$ cat src/rtl/mem_port_arbiter.sv
// Arbitrates the fetch and memory-stage requesters onto one fixed-latency RAM port.
// Optional ARB_ROUND_ROBIN_EN alternates grants on contention; default is mem-over-fetch priority.
module mem_port_arbiter #(
    parameter int MEM_LATENCY = 2
) (
    input  logic        clk,
    input  logic        reset,
    input  logic        if_req_w,
    input  logic [31:0] if_addr_w,
    output logic [31:0] if_rdata_l,
    output logic        if_ack_l,
    input  logic        mem_req_w,
    input  logic        mem_we_w,
    input  logic        mem_byte_w,
    input  logic [31:0] mem_addr_w,
    input  logic [31:0] mem_wdata_w,
    output logic [31:0] mem_rdata_l,
    output logic        mem_ack_l,
    output logic        ram_en_l,
    output logic        ram_we_l,
    output logic [3:0]  ram_wmask_l,
    output logic [31:0] ram_addr_l,
    output logic [31:0] ram_wdata_l,
    input  logic [31:0] ram_rdata_w,
    output logic        arb_busy_l
);

    typedef enum logic [1:0] {IDLE, ACCESS, DONE} state_t;

    state_t      state, state_nxt;
    logic [3:0]  cnt;
    logic        owner_mem;
    logic        lat_we;
    logic        lat_byte;
    logic [1:0]  lat_lane;
    logic        any_req;
    logic        grant_mem;
    logic        grant_store;
    logic        last_cnt;
    logic [31:0] sel_addr;
    logic [3:0]  wmask_nxt;
    logic [31:0] wdata_nxt;
    logic [7:0]  load_byte;
    logic [31:0] load_data;

    assign any_req  = if_req_w | mem_req_w;
    assign last_cnt = (cnt == 4'd1);

`ifdef ARB_ROUND_ROBIN_EN
    logic last_grant_mem;

    // Contended grant goes to whichever port did not win last time.
    assign grant_mem = mem_req_w & (~if_req_w | ~last_grant_mem);

    always_ff @(posedge clk or posedge reset) begin
        if (reset)
            last_grant_mem <= 1'b0;
        else if (state == IDLE && any_req)
            last_grant_mem <= grant_mem;
    end
`else
    assign grant_mem = mem_req_w;
`endif

    assign grant_store = grant_mem & mem_we_w;
    assign sel_addr    = grant_mem ? mem_addr_w : if_addr_w;

    always_comb begin
        wmask_nxt = 4'h0;
        wdata_nxt = 32'h0;
        if (grant_store) begin
            if (mem_byte_w) begin
                wmask_nxt = 4'b0001 << mem_addr_w[1:0];
                wdata_nxt = {4{mem_wdata_w[7:0]}};
            end else begin
                wmask_nxt = 4'hF;
                wdata_nxt = mem_wdata_w;
            end
        end
    end

    always_comb begin
        load_byte = ram_rdata_w[7:0];
        case (lat_lane)
            2'd1:    load_byte = ram_rdata_w[15:8];
            2'd2:    load_byte = ram_rdata_w[23:16];
            2'd3:    load_byte = ram_rdata_w[31:24];
            default: load_byte = ram_rdata_w[7:0];
        endcase
        load_data = lat_byte ? {{24{load_byte[7]}}, load_byte} : ram_rdata_w;
    end

    always_ff @(posedge clk or posedge reset) begin
        if (reset)
            state <= IDLE;
        else
            state <= state_nxt;
    end

    always_comb begin
        state_nxt = state;
        case (state)
            IDLE:    if (any_req) state_nxt = ACCESS;
            ACCESS:  if (last_cnt) state_nxt = DONE;
            DONE:    state_nxt = IDLE;
            default: state_nxt = IDLE;
        endcase
    end

    assign arb_busy_l = (state != IDLE);

    always_ff @(posedge clk or posedge reset) begin
        if (reset) begin
            cnt         <= 4'd0;
            owner_mem   <= 1'b0;
            lat_we      <= 1'b0;
            lat_byte    <= 1'b0;
            lat_lane    <= 2'd0;
            if_rdata_l  <= 32'h0;
            mem_rdata_l <= 32'h0;
            if_ack_l    <= 1'b0;
            mem_ack_l   <= 1'b0;
            ram_en_l    <= 1'b0;
            ram_we_l    <= 1'b0;
            ram_wmask_l <= 4'h0;
            ram_addr_l  <= 32'h0;
            ram_wdata_l <= 32'h0;
        end else begin
            if_ack_l  <= 1'b0;
            mem_ack_l <= 1'b0;
            case (state)
                IDLE: begin
                    if (any_req) begin
                        owner_mem   <= grant_mem;
                        lat_we      <= grant_store;
                        lat_byte    <= grant_mem & mem_byte_w;
                        lat_lane    <= sel_addr[1:0];
                        cnt         <= 4'(MEM_LATENCY);
                        ram_en_l    <= 1'b1;
                        ram_we_l    <= grant_store;
                        ram_wmask_l <= wmask_nxt;
                        ram_addr_l  <= sel_addr & ~32'h3;
                        ram_wdata_l <= wdata_nxt;
                    end
                end
                ACCESS: begin
                    cnt <= cnt - 4'd1;
                    if (last_cnt) begin
                        ram_en_l    <= 1'b0;
                        ram_we_l    <= 1'b0;
                        ram_wmask_l <= 4'h0;
                        ram_addr_l  <= 32'h0;
                        ram_wdata_l <= 32'h0;
                        if (owner_mem) begin
                            mem_ack_l <= 1'b1;
                            if (!lat_we)
                                mem_rdata_l <= load_data;
                        end else begin
                            if_ack_l   <= 1'b1;
                            if_rdata_l <= ram_rdata_w;
                        end
                    end
                end
                default: ;
            endcase
        end
    end

endmodule

$ cat config.mk
export PLATFORM = sky130hd
export DESIGN_NAME = mem_port_arbiter
export DESIGN_NICKNAME = d
export VERILOG_FILES = /design/src/rtl/mem_port_arbiter.sv
export SDC_FILE = /design/constraint.sdc
export NUM_CORES = 1
export LEC_CHECK = 0
export BUFFER_PORTS_ARGS = -buffer_cell sky130_fd_sc_hd__buf_2
export CAP_MARGIN = 5
export CORE_ASPECT_RATIO = 1.1
export CORE_MARGIN = 1.5
export CORE_UTILIZATION = 46
export CTS_CLUSTER_SIZE = 28
export DETAILED_ROUTE_END_ITERATION = 7
export PLACE_DENSITY = 0.78
export REMOVE_ABC_BUFFERS = 1
export SETUP_SLACK_MARGIN = 0.02
export SLEW_MARGIN = 10
export SYNTH_ARGS = -nofsm -noshare
export SYNTH_HDL_FRONTEND = slang
export SYNTH_SLANG_ARGS = --single-unit
$ cat constraint.sdc
create_clock -name clk -period 6 [get_ports clk]
set_input_delay 0.9 -clock clk [delete_from_list [all_inputs] [get_ports clk]]
set_output_delay 0.9 -clock clk [all_outputs]
set_load 0.02 [all_outputs]
# Yosys cells after proc, flatten, opt, wreduce, memory -nomap -nowiden
# Index checks and enable logic that the tools add are counted.
dict set report totals {
  input_bits 134
  word_cells 69
  regBits 147
  out_inout_bits 137
}
dict set report op_classes {
  n_addsub 1
  n_bitwise 5
  eq_ne 7
  n_reduce_logical 9
  mux 31
  shifts 1
}
# op n
set op_table {}
lappend op_table {{$mux 32} 7}
lappend op_table {{$pmux 32 s2} 2}
lappend op_table {{$pmux 8 s3} 1}
lappend op_table {{$mux 4} 5}
lappend op_table {{$pmux 4 s2} 2}
lappend op_table {{$mux 1} 9}
lappend op_table {{$reduce_and 2->1} 3}
lappend op_table {{$reduce_and 3->1} 2}
lappend op_table {{$eq 2x1->1 const B} 2}
lappend op_table {{$eq 2x2->1 const B} 2}
lappend op_table {{$eq 4x1->1 const B} 1}
lappend op_table {{$mux 2} 2}
lappend op_table {{$ne 2x2->1 const B} 2}
lappend op_table {{$pmux 1 s2} 2}
lappend op_table {{$pmux 2 s2} 1}
lappend op_table {{$reduce_and 4->1} 1}
lappend op_table {{$reduce_bool 2->1} 2}
lappend op_table {{$shl 1x2->4 const A} 1}
lappend op_table {{$sub 4x1->4 const B} 1}
lappend op_table {{$and 1x1->1} 2}
lappend op_table {{$logic_not 2->1} 1}
lappend op_table {{$not 1->1} 2}
lappend op_table {{$or 1x1->1} 1}

# Logic depth before layout (Yosys ltp)
dict set report logic_depth {
  word_depth 5
  depth_mapped 7
  depth_no_buf 6
}

# Least setup slack after synthesis
# OpenSTA, ideal clock, no wires.
dict set report synth_timing {
  path_type {input port to flip-flop}
  from {input mem_req_w}
  to {register ram_addr_l[10]}
  cell_stages 5
  required_time_ps 5865
  setup_ps 135
  arrival_time_ps 1962
  n_path_buf 2
  setup_slack_ps 3903
  cell_sequence {buf_2 > or2_4 > a22oi_4 > buf_4 > o31ai_1}
}
dict set report synth_via {
  elab_chain_len 3
  word_cells_on_any_way 6
  cone_classes {1 x eq/ne; 3 x mux; 1 x bitwise; 1 x reduce/logical}
}
# element line
set synth_rtl {}
lappend synth_rtl {{from (decl)} 12} ;# input logic mem_req_w,
lappend synth_rtl {{$mux 32 / $or 1x1->1 (equally long branches)} {66, 46}}
lappend synth_rtl {{$mux 32 / $ne 2x2->1 (equally long branches)} --}
lappend synth_rtl {{$pmux 32 s2 / $reduce_and 3->1 (equally long branches)} --}
lappend synth_rtl {{to (signal assigned)} 142} ;# ram_addr_l <= sel_addr & ~32'h3;
lappend synth_rtl {{to (decl)} 22} ;# output logic [31:0] ram_addr_l,
# Several ways; a longest one is shown, not always the timed one. The select of a mux whose other input is x is not followed.
# A chain may end at the register's enable or synchronous reset.

# Worst setup path in the final report
dict set report layout_timing {
  from {register state[0]}
  to {register if_rdata_l[2]}
}
dict set report layout_via {
  elab_chain_len 2
}
# element line
set layout_rtl {}
lappend layout_rtl {{from (decl)} 30} ;# state_t state, state_nxt;
lappend layout_rtl {{from (signal assigned)} 97} ;# state <= state_nxt;
lappend layout_rtl {{$eq 2x1->1} 131} ;# case (state)
lappend layout_rtl {{$reduce_and 3->1 (no line)} --}
lappend layout_rtl {{to (signal assigned)} 160} ;# if_rdata_l <= ram_rdata_w;
lappend layout_rtl {{to (decl)} 10} ;# output logic [31:0] if_rdata_l,
# No other way between the ends.

==> results.txt <==
Post-DRT Antenna Nets - 0
Run status - complete, no violations
Worst-Skew Late Latency - 410 ps
Vias in the first global route - 5192
GRT Total Usage - 22.9%
Yosys top cell by area - dfrtp_1
Final Skew - 7.02 ps
Final Critical Period - 2930 ps
YS warnings - 0
Antenna cells - 0
Max-slew headroom - 28.9%
Initial antenna violation count - 0
Vias after detailed routing - 5297
Fin crit share - 48.8%
Leakage - 4.33 nW
Max Slew Vio Count - 0
Final setup fails - 0
Die Wd - 116 um
Vias/cell - 5.19
H-tree Lvls - 4
PD cells - 567 nW/um^2
Mapped Area - 6440 sq um
Die height - 127 um
R2R depth - 4
Largest net degree at the start of global routing - 83
Largest cells by area after synthesis - dfrtp_1 (56%), mux2i_1 (9.8%), mux2_2 (5.6%)
Pwr Total - 4.76 mW
Top FF cell, synth - dfrtp_1
Critical path peak fanout - 33
Crit Path Category - flop to flop
Post-CTS Resized - 0
CTS tree - done
Reg2reg start - state[0]$_DFFE_PP0P_
Longest Clk Path Bufs - 2
Syn Area/Cell - 11.2 sq um
FMAX - 0.342 GHz
WHS Path Cells - 2
Num CTS Buffers - 17
HP Class - flop to flop
Core Footprint - 13700 sq um
Most common cell in the synthesized netlist - dfrtp_1
Routed WL - 16.5 mm
Critical Path Source - state[0]$_DFFE_PP0P_
# IOs - 271
Initial drt markers - 435
Total gr overflow - 0
CP required - 6290 ps
#FFs+latches synth - 145
Max Cap Violations - 0
Clock Sink Count - 145
Crit end category - flop
Number of post-CTS setup repair buffers - 0
Slew @ Worst Pin - 1060 ps
Routed wire per std cell - 16.2 um
Worst-path clk slew - 60 ps
HPWL after DPL - 11.4 mm
Final #Nets - 958
DRC violations left - 0
Synth cell types - 38
Hold Crit Start - ram_addr_l[8]$_DFFE_PP0P_
Area growth syn-to-layout - 30.2%
Die area - 14700 sq um
DP Cell Count - 991
Router iterations before antenna repair - 7
Arrival time worst endpoint - 3220 ps
Placer Congestion - 0.763
CTS root buffer - clkbuf_16
Initial Utilization - 46.9%
Setup_tns - 0 ps
Layout Cells excl Fill - 1021
Share of the yosys chip area belonging to registers - 56.3%
Post-synth EDFFs - 0
FFs w/ async S/R, synth - 100%
Share of cells above drive strength 1 - 41.2%
Final hold vios - 0
Hold Buf Count CTS - 0
First-pass GRT wire length - 26.0 mm
Peak supply drop - 0.000250 V
Mapped Cells - 574
Yosys top cell area share - 56.3%
FP Rows - 45
PortBufs - 268
Top cells by count, synth - dfrtp_1 (145), nand2_1 (83), mux2i_1 (63), o21ai_0 (52), nor2_1 (33)
RSZ-0062 raised after global routing - no
Setup crit start kind - flop
[layout make-up]
type | count | area (sq um)
flip-flops and latches | 145 | 3630
inverters | 8 | 35.0
repair buffers | 272 | 1370
clock inverters | 11 | 163
clock buffers | 19 | 443
fillers | 1194 | 5350
multi-input cells | 378 | 2510
well taps | 188 | 235
[path summary, 6_finish.rpt]
kind                                              endpoint  slack [ps]
min in group asynchronous       if_rdata_l[12]$_DFFE_PP0P_         590
worst min-delay path             ram_addr_l[8]$_DFFE_PP0P_         470
worst min register to register   ram_addr_l[8]$_DFFE_PP0P_         470
max in group asynchronous        if_rdata_l[9]$_DFFE_PP0P_        4080
worst max-delay path             if_rdata_l[2]$_DFFE_PP0P_        3070
worst max register to register   if_rdata_l[2]$_DFFE_PP0P_        3070
[sequential cells by signal (all words and copies together), names as in the netlist]
register / flops
ram_wmask_l: 4
ram_addr_l: 30
ram_we_l: 1
ram_en_l: 1
owner_mem: 1
mem_ack_l: 1
state: 2
lat_lane: 2
lat_we: 1
if_rdata_l: 32
lat_byte: 1
if_ack_l: 1
cnt: 4
mem_rdata_l: 32
ram_wdata_l: 32
[metal layers]
metal  GRT usage [%]  routed length, um  vias up
met2            37.4               7900      242
met3            5.79               1200       29
met1            29.0               7080     2507
met5               0                  0        -
li1                -                  -     2519
met4            9.25                366        0
[worst max-delay path: stages, from the launching register on]
cell     delay, ps
dfrtp_1        380
nor2b_2        870
nand2_4        290
nor2_4         820
mux2_2         430
[cells in the final DEF, fill, tap and decap left out, types with 3 or more instances in the layout]
cell       instances
o21ai_0           52
a21oi_1           12
dfrtp_1          145
buf_4              4
buf_2            268
mux2i_1           63
bufinv_16          4
a22o_1            13
clkinv_2           5
a22oi_1            5
a31oi_1           20
mux2_2            32
o22ai_1            4
and3_1             3
inv_1              6
o221ai_1           3
o31ai_1           18
nand2_1           83
nor2_1            33
nand3_1           17
clkbuf_16         17
[metrics by stage]
step | area (sq um) | utilization, % | hold WS [ps] | setup slack [ps]
2_1_floorplan | 6170 | - | 448 | 1210
3_3_place_gp | 7780 | 56.6 | 447 | 3140
3_5_place_dp | 7780 | 56.6 | 457 | 3080
4_1_cts | 8390 | 61.0 | 470 | 3090
5_1_grt | 8390 | 61.0 | 488 | 2930
6_report | 8390 | 61.0 | 469 | 3070
[kinds of logic (layout without fill, tap and decap cells)]
family	Yosys count	after routing	share of synthesized area (%)
compound gates	128	128	12.5
flops	145	145	56.3
mux	96	96	15.7
buf+inv	52	310	4.78
other cells	1	2	0.0582
xor+xnor	1	1	0.136
simple gates	149	149	10.1
fa+ha+maj	2	2	0.388
[where the power goes]
group | internal, mW | switching, mW
Clock | 0.700 | 0.389
Sequential | 1.42 | 0.276
Combinational | 0.697 | 1.27
Total | 2.82 | 1.94
Power figures use the tool's default switching activity.
